`src/rtl/mem_pkg.sv`:
```
`default_nettype none
// ============================================================================
//  Module   : mem_pkg
//  Purpose  : Shared types and constants for the data memory controller.
//  Revision : 1.0  initial release
// ============================================================================
package mem_pkg;

  // Controller states: wait for a core access, hold the bus request, hand data back
  typedef enum logic [1:0] {
    IDLE = 2'd0,
    REQ  = 2'd1,
    DONE = 2'd2
  } dmc_state_t;

  // Read data returned to the core when the memory never acknowledges
  localparam logic [31:0] DMC_POISON_DEFAULT = 32'hDEAD_BEEF;

  // Lowest address bit that selects a 32-bit word
  localparam int WORD_LSB = 2;

endpackage : mem_pkg
`default_nettype wire

```
`src/rtl/data_mem_ctrl_if.sv`:
```
`default_nettype none
// ============================================================================
//  Module   : data_mem_ctrl_if
//  Purpose  : Core-side strobes and memory-side request/ack bus of the
//             data memory controller. The controller takes the slave view,
//             the environment (core + memory) the master view.
//  Revision : 1.0  initial release
// ============================================================================
interface data_mem_ctrl_if;

  // core data port
  logic        cs;
  logic        mem_ren;
  logic        mem_wen;
  logic [31:0] mem_addr;
  logic [31:0] mem_din;
  logic [31:0] mem_dout;
  logic        ram_stall;

  // slow memory port
  logic        m_req;
  logic        m_we;
  logic [31:0] m_addr;
  logic [31:0] m_wdata;
  logic [31:0] m_rdata;
  logic        m_ack;
  logic        bus_err;

  modport slave (
    input  cs, mem_ren, mem_wen, mem_addr, mem_din, m_rdata, m_ack,
    output mem_dout, ram_stall, m_req, m_we, m_addr, m_wdata, bus_err
  );

  modport master (
    output cs, mem_ren, mem_wen, mem_addr, mem_din, m_rdata, m_ack,
    input  mem_dout, ram_stall, m_req, m_we, m_addr, m_wdata, bus_err
  );

endinterface : data_mem_ctrl_if
`default_nettype wire

```
`src/rtl/dmc_read_buf.sv`:
```
`default_nettype none
// ============================================================================
//  Module   : dmc_read_buf
//  Purpose  : One-entry read buffer {valid, word tag, data}. Filled by every
//             acknowledged read, patched by acknowledged writes to the same
//             word, cleared by a bus timeout. Lookup is combinational.
//             Only instantiated when DMC_READ_BUF_EN is defined.
//  Revision : 1.0  initial release
// ============================================================================
module dmc_read_buf
  import mem_pkg::*;
(
  input  wire logic                  clk,
  input  wire logic                  rst,
  input  wire logic                  i_upd_en,     // transaction acknowledged
  input  wire logic                  i_upd_we,     // acknowledged access was a write
  input  wire logic [31-WORD_LSB:0]  i_upd_tag,
  input  wire logic [31:0]           i_upd_data,
  input  wire logic                  i_inval,      // transaction timed out
  input  wire logic [31-WORD_LSB:0]  i_lookup_tag,
  output logic                       o_hit,
  output logic [31:0]                o_data
);

  logic                 r_valid;
  logic [31-WORD_LSB:0] r_tag;
  logic [31:0]          r_data;

  // Entry storage: timeout wins, reads replace the entry, writes patch a matching word
  always_ff @(posedge clk or posedge rst) begin
    if (rst) begin
      r_valid <= 1'b0;
      r_tag   <= '0;
      r_data  <= '0;
    end else if (i_inval) begin
      r_valid <= 1'b0;
    end else if (i_upd_en) begin
      if (!i_upd_we) begin
        r_valid <= 1'b1;
        r_tag   <= i_upd_tag;
        r_data  <= i_upd_data;
      end else if (r_valid && (r_tag == i_upd_tag)) begin
        r_data  <= i_upd_data;
      end
    end
  end

  assign o_hit  = r_valid && (r_tag == i_lookup_tag);
  assign o_data = r_data;

endmodule : dmc_read_buf
`default_nettype wire

```
`src/rtl/data_mem_ctrl.sv`:
```
`default_nettype none
// ============================================================================
//  Module   : data_mem_ctrl
//  Purpose  : Wait-state controller between the core data port and a slow
//             req/ack data memory. Turns one-cycle core strobes into a held
//             request, stalls the core until ack or timeout, and returns
//             POISON with a bus_err pulse on timeout.
//             Optional feature macro: DMC_READ_BUF_EN (one-word read buffer
//             that lets repeated reads of the same word complete unstalled).
//  Revision : 1.0  initial release
// ============================================================================
module data_mem_ctrl
  import mem_pkg::*;
#(
  parameter int          TIMEOUT = 255,
  parameter logic [31:0] POISON  = DMC_POISON_DEFAULT
) (
  input  wire logic       clk,
  input  wire logic       rst,
  data_mem_ctrl_if.slave  bus
);

  localparam int CW = (TIMEOUT < 1) ? 1 : $clog2(TIMEOUT + 1);
  localparam logic [CW-1:0] c_cnt_last = CW'((TIMEOUT > 0) ? (TIMEOUT - 1) : 0);
  localparam logic [CW-1:0] c_cnt_max  = {CW{1'b1}};

  dmc_state_t           r_state;
  dmc_state_t           w_state_nxt;
  logic [31-WORD_LSB:0] r_word;
  logic [31:0]          r_wdata;
  logic                 r_we;
  logic [CW-1:0]        r_cnt;
  logic [31:0]          r_rd_q;
  logic                 r_bus_err;

  logic w_acc;
  logic w_hit;
  logic w_start;
  logic w_stall;
  logic w_ack;
  logic w_timeout;
  logic w_unused_ok;

  // Byte offset bits never reach the word-addressed memory
  assign w_unused_ok = &{1'b0, bus.mem_addr[WORD_LSB-1:0]};

  assign w_acc = bus.cs & (bus.mem_ren | bus.mem_wen);

  // m_ack only counts while a request is outstanding
  assign w_ack = (r_state == REQ) && bus.m_ack;

  // Timeout fires in the TIMEOUT-th REQ cycle unless that same cycle is acked
  assign w_timeout = (TIMEOUT != 0) && (r_state == REQ) && !bus.m_ack &&
                     (r_cnt == c_cnt_last);

`ifdef DMC_READ_BUF_EN
  logic        w_buf_hit;
  logic [31:0] w_buf_data;

  dmc_read_buf u_read_buf (
    .clk          (clk),
    .rst          (rst),
    .i_upd_en     (w_ack),
    .i_upd_we     (r_we),
    .i_upd_tag    (r_word),
    .i_upd_data   (r_we ? r_wdata : bus.m_rdata),
    .i_inval      (w_timeout),
    .i_lookup_tag (bus.mem_addr[31:WORD_LSB]),
    .o_hit        (w_buf_hit),
    .o_data       (w_buf_data)
  );

  // A pure read (write has priority) of the buffered word completes in IDLE
  assign w_hit = (r_state == IDLE) && bus.cs && bus.mem_ren && !bus.mem_wen && w_buf_hit;
  assign bus.mem_dout = w_hit ? w_buf_data : r_rd_q;
`else
  assign w_hit = 1'b0;
  assign bus.mem_dout = r_rd_q;
`endif

  // State register
  always_ff @(posedge clk or posedge rst) begin
    if (rst) r_state <= IDLE;
    else     r_state <= w_state_nxt;
  end

  // Next-state and stall/launch decode
  always_comb begin
    w_state_nxt = r_state;
    w_stall     = 1'b0;
    w_start     = 1'b0;
    case (r_state)
      IDLE: begin
        if (w_acc && !w_hit) begin
          w_stall     = 1'b1;
          w_start     = 1'b1;
          w_state_nxt = REQ;
        end
      end
      REQ: begin
        w_stall = 1'b1;
        if (w_ack || w_timeout) w_state_nxt = DONE;
      end
      DONE:    w_state_nxt = IDLE;
      default: w_state_nxt = IDLE;
    endcase
  end

  // Capture the request fields when an access is launched; held through REQ
  always_ff @(posedge clk or posedge rst) begin
    if (rst) begin
      r_word  <= '0;
      r_wdata <= '0;
      r_we    <= 1'b0;
    end else if (w_start) begin
      r_word  <= bus.mem_addr[31:WORD_LSB];
      r_wdata <= bus.mem_din;
      r_we    <= bus.mem_wen;
    end
  end

  // Wait counter: cleared on entry to REQ, counts REQ cycles, saturates
  always_ff @(posedge clk or posedge rst) begin
    if (rst) begin
      r_cnt <= '0;
    end else if (w_start) begin
      r_cnt <= '0;
    end else if ((r_state == REQ) && (r_cnt != c_cnt_max)) begin
      r_cnt <= r_cnt + CW'(1);
    end
  end

  // Read-data register; a buffer hit is copied in so the value holds afterwards
  always_ff @(posedge clk or posedge rst) begin
    if (rst) begin
      r_rd_q <= '0;
    end else if (w_ack && !r_we) begin
      r_rd_q <= bus.m_rdata;
    end else if (w_timeout) begin
      r_rd_q <= POISON;
`ifdef DMC_READ_BUF_EN
    end else if (w_hit) begin
      r_rd_q <= w_buf_data;
`endif
    end
  end

  // bus_err lands in the DONE cycle that follows a timeout
  always_ff @(posedge clk or posedge rst) begin
    if (rst) r_bus_err <= 1'b0;
    else     r_bus_err <= w_timeout;
  end

  assign bus.ram_stall = w_stall & ~rst;
  assign bus.m_req     = (r_state == REQ);
  assign bus.m_we      = r_we;
  assign bus.m_addr    = {r_word, {WORD_LSB{1'b0}}};
  assign bus.m_wdata   = r_wdata;
  assign bus.bus_err   = r_bus_err;

endmodule : data_mem_ctrl
`default_nettype wire

```
`src/flat_wrapper.sv`:
```
// flat-port wrapper written by rule: the top's interface ports become plain ports
module data_mem_ctrl_flat import mem_pkg::*;
#(
  parameter int          TIMEOUT = 255,
  parameter logic [31:0] POISON  = DMC_POISON_DEFAULT
)
  (clk, rst, bus_cs, bus_mem_ren, bus_mem_wen, bus_mem_addr, bus_mem_din, bus_m_rdata, bus_m_ack, bus_mem_dout, bus_ram_stall, bus_m_req, bus_m_we, bus_m_addr, bus_m_wdata, bus_bus_err);
  data_mem_ctrl_if bus_i ();
  input  wire logic clk;
  input  wire logic rst;
  input wire logic [$bits(bus_i.cs)-1:0] bus_cs;
  input wire logic [$bits(bus_i.mem_ren)-1:0] bus_mem_ren;
  input wire logic [$bits(bus_i.mem_wen)-1:0] bus_mem_wen;
  input wire logic [$bits(bus_i.mem_addr)-1:0] bus_mem_addr;
  input wire logic [$bits(bus_i.mem_din)-1:0] bus_mem_din;
  input wire logic [$bits(bus_i.m_rdata)-1:0] bus_m_rdata;
  input wire logic [$bits(bus_i.m_ack)-1:0] bus_m_ack;
  output wire logic [$bits(bus_i.mem_dout)-1:0] bus_mem_dout;
  output wire logic [$bits(bus_i.ram_stall)-1:0] bus_ram_stall;
  output wire logic [$bits(bus_i.m_req)-1:0] bus_m_req;
  output wire logic [$bits(bus_i.m_we)-1:0] bus_m_we;
  output wire logic [$bits(bus_i.m_addr)-1:0] bus_m_addr;
  output wire logic [$bits(bus_i.m_wdata)-1:0] bus_m_wdata;
  output wire logic [$bits(bus_i.bus_err)-1:0] bus_bus_err;
  assign bus_i.cs = bus_cs;
  assign bus_i.mem_ren = bus_mem_ren;
  assign bus_i.mem_wen = bus_mem_wen;
  assign bus_i.mem_addr = bus_mem_addr;
  assign bus_i.mem_din = bus_mem_din;
  assign bus_i.m_rdata = bus_m_rdata;
  assign bus_i.m_ack = bus_m_ack;
  assign bus_mem_dout = bus_i.mem_dout;
  assign bus_ram_stall = bus_i.ram_stall;
  assign bus_m_req = bus_i.m_req;
  assign bus_m_we = bus_i.m_we;
  assign bus_m_addr = bus_i.m_addr;
  assign bus_m_wdata = bus_i.m_wdata;
  assign bus_bus_err = bus_i.bus_err;
  data_mem_ctrl #(.TIMEOUT(TIMEOUT), .POISON(POISON)) u_core (.clk(clk), .rst(rst), .bus(bus_i));
endmodule
```
`config.mk`:
```
export PLATFORM = sky130hd
export DESIGN_NAME = data_mem_ctrl_flat
export DESIGN_NICKNAME = d
export VERILOG_FILES = /design/src/rtl/mem_pkg.sv /design/src/rtl/data_mem_ctrl_if.sv /design/src/rtl/dmc_read_buf.sv /design/src/rtl/data_mem_ctrl.sv /design/src/flat_wrapper.sv
export SDC_FILE = /design/constraint.sdc
export NUM_CORES = 1
export LEC_CHECK = 0
export CORE_ASPECT_RATIO = 1.4
export CORE_MARGIN = 4
export CORE_UTILIZATION = 44
export CTS_BUF_LIST = sky130_fd_sc_hd__clkbuf_16
export CTS_CLUSTER_SIZE = 20
export DETAILED_ROUTE_END_ITERATION = 16
export PLACE_DENSITY = 0.95
export SLEW_MARGIN = 15
export SYNTH_ARGS = -nofsm -noshare
export SYNTH_HDL_FRONTEND = slang
export SYNTH_SLANG_ARGS = --single-unit
```
`constraint.sdc`:
```
create_clock -name clk -period 6.9 [get_ports clk]
set_input_delay 2.07 -clock clk [delete_from_list [all_inputs] [get_ports clk]]
set_output_delay 2.07 -clock clk [all_outputs]
set_load 0.1 [all_outputs]
```
==> flow_summary.yaml <==
logic_synthesis:
  synth_edf_count: 0
  ys_async_sr_fraction_pct: 100.0
  ys.flop_type: "dfrtp_1"
  syn_avg_cell_area_um2: 10.02
  mappedNetlistArea_um2: 4156
  syn-instance-count: 415
  ys_seq_area_share_pct: 63.82
  yosysWarnings: 0
  ys_types: 37
  ys_ff_latch: 106
sta:
  finalSetupTns_ns: 0
  min_period_ns: 5.499
  setup_viol: 0
  hold_slack_ns: 0.4764
  period_share_pct: 79.69
  timing.fmax_mhz: 181.9
  relSlewSlack_pct: 32.57
  fin_skew_ns: 0.01016
  finalHoldViolCount: 0
  rsz0062_at_grt: "no"
  worst_pin_slew_ns: 1.008
  slew_viol_final: 0
floorplanning:
  die_w_um: 90.15
  die_area_um2: 11090
  initial_core_util_pct: 45.52
  row_count: 41
  core_um2: 9131
  top_level_ports: 202
  die_h_um: 123
critical_path:
  r2r_cells: 4
  r2r_end: "u_core.bus.mem_dout[5]"
  crit_required_ns: 4.83
  startpoint_type: "input port"
  worstPathMaxFanout: 10
  cp-end-kind: "output port"
  worstSetupPathType: "in -> out"
  rrSetupSlack_ns: 4.93
  r2r-start: "u_core.r_state[1]"
  critPathArrivalTime_ns: 3.43
global_route:
  globalRouteOverflowTotal: 0
  grt_pass1_vias: 4033
  gr-usage-met3_pct: 6.452
  met2_usage_pct: 41.98
  grt_use_total_pct: 22.68
  busiest_layer: "met2"
  antenna_found_initial: 0
  grt_max_degree: 72
  grt_pass1_wl_mm: 19.88
  gr-usage-met1_pct: 23.68
cts:
  clk_latency_ns: 0.34
  cts_sinks: 106
  clockBufferDepth: 2
  numCtsBuffers: 9
  cts_setup_buffers: 0
  cts_resized: 0
  clk_pin_slew_ns: 0.07
  cts_tree: "done"
  cts_hold_buf: 0
  root_buffer: "clkbuf_16"
  htreeDepth: 3
place:
  gp_congestion: 0.7722
  hpwl_mm: 9.114
  numPortBuffers: 197
layout:
  regArea_um2: 2653
  antennaDiodeCount: 0
  fin_nets: 709
  final_layout_size_suffix_gt1_share_pct: 4.098
  multiInputGateArea_um2: 1395
  num-fill-cells: 664
  synthToLayoutAreaGrowth_pct: 56.26
drt:
  dr_total_vias: 3702
  antenna_left: 0
  viasPerCell: 5.163
  routed_wl_mm: 12.34
  dr.pass1.iters: 4
  wire_per_inst_um: 17.20
  drt_iter0_markers: 131
  drc_errors: 0
min_path:
  hold_depth: 2
  worstHoldStart: "u_core.bus.m_wdata[16]"
  worst_hold_path_type: "reg -> reg"
  min_to: "u_core.bus.m_wdata[16]"
outcome:
  status: "finished clean"
flow_run:
  drv_cap: 0
[placed cells by master (no fill, tap or decap), types with 2 or more instances in the layout]
| cell type | netlist | layout |
|---|---|---|
| clkinv_4 | 0 | 3 |
| clkdlybuf4s50_1 | 0 | 196 |
| buf_4 | 4 | 4 |
| nor2_1 | 3 | 3 |
| a211oi_1 | 3 | 3 |
| inv_1 | 6 | 6 |
| o21a_1 | 2 | 2 |
| dfrtp_1 | 106 | 106 |
| nand3_1 | 3 | 3 |
| a22o_1 | 8 | 8 |
| o21ai_0 | 5 | 5 |
| clkbuf_16 | 0 | 9 |
| nand2_1 | 199 | 198 |
| nor2b_1 | 2 | 2 |
| ha_1 | 2 | 2 |
| o22a_1 | 24 | 24 |
| or4_1 | 2 | 2 |
| and4_1 | 2 | 2 |
| o31ai_1 | 4 | 4 |
| a21oi_1 | 4 | 4 |
| nor3b_1 | 2 | 2 |
| conb_1 | 1 | 2 |
[state kept, by name, indices dropped and copies added (netlist names)]
register and flops:
u_core.bus.m_we 1, u_core.r_state 2, u_core.bus.mem_dout 32, u_core.r_cnt 8, u_core.bus.m_wdata 32, u_core.bus.bus_err 1, u_core.r_word 30
[metrics by stage]
step	cell area, um2	setup slack [ns]	util (%)	instances
floorplan	4160	1.127	-	416
global placement	6193	1.444	67.83	701
detailed placement	6193	1.420	67.83	701
CTS	6490	1.416	71.07	717
global route	6495	1.342	71.13	717
finish	6495	1.401	71.13	717
[cell usage after synthesis, drive strengths merged, types with 3 or more instances]
cell / count / area [um2]
a211oi: 3 / 22.52
buf: 9 / 53.80
inv: 6 / 22.52
a21oi: 4 / 20.02
o31ai: 4 / 30.03
nand3: 3 / 15.01
nand2: 199 / 747.0
o22a: 24 / 210.2
o21a: 3 / 23.77
o21ai: 7 / 38.78
a22o: 8 / 70.07
clkbuf: 13 / 48.80
dfrtp: 106 / 2653
nor2: 3 / 11.26
[logic make-up (layout without fill, tap and decap cells)]
group / after synthesis / in the layout / share of synthesized area (%)
AND/OR/NAND/NOR: 220 / 220 / 21.52
adder cells (fa/ha/maj): 2 / 2 / 0.6020
AO/OA/AOI/OAI: 58 / 58 / 10.96
other: 1 / 2 / 0.09022
buffers and inverters: 28 / 222 / 3.010
flip-flops: 106 / 106 / 63.82
[worst max-delay path, stage by stage]
cell and delay [ns]:
clkdlybuf4s50_1 0.46, o21ai_2 0.25, a21o_1 0.33, nor2_1 0.07, buf_4 0.24
[worst max-delay path by stage]
| stage | from | endpoint | slack (ns) |
|---|---|---|---|
| after floorplan | bus_mem_wen | bus_ram_stall | 1.13 |
| after global placement | bus_mem_wen | bus_ram_stall | 1.44 |
| after detailed placement | bus_mem_wen | bus_ram_stall | 1.42 |
| after CTS | bus_mem_wen | bus_ram_stall | 1.42 |
| after global routing | bus_mem_wen | bus_ram_stall | 1.34 |
| final | bus_mem_wen | bus_ram_stall | 1.40 |
[layout make-up]
cell class / count / share of cell area (%)
Clock buffer: 9 / 3.468
Tap cell: 107 / 2.061
Inverter: 6 / 0.3853
Timing Repair Buffer: 200 / 30.67
Multi-Input combinational cell: 282 / 21.48
Clock inverter: 7 / 1.098
Sequential cell: 106 / 40.84
[layer usage]
metal	wire [um]	vias to the layer above
met2	6731	149
met1	4350	1787
met4	374	0
met3	879	26
met5	0	-
li1	-	1740
Power is not shown: default switching activity piles up to over one toggle a cycle in this logic, so the estimate is an artifact.
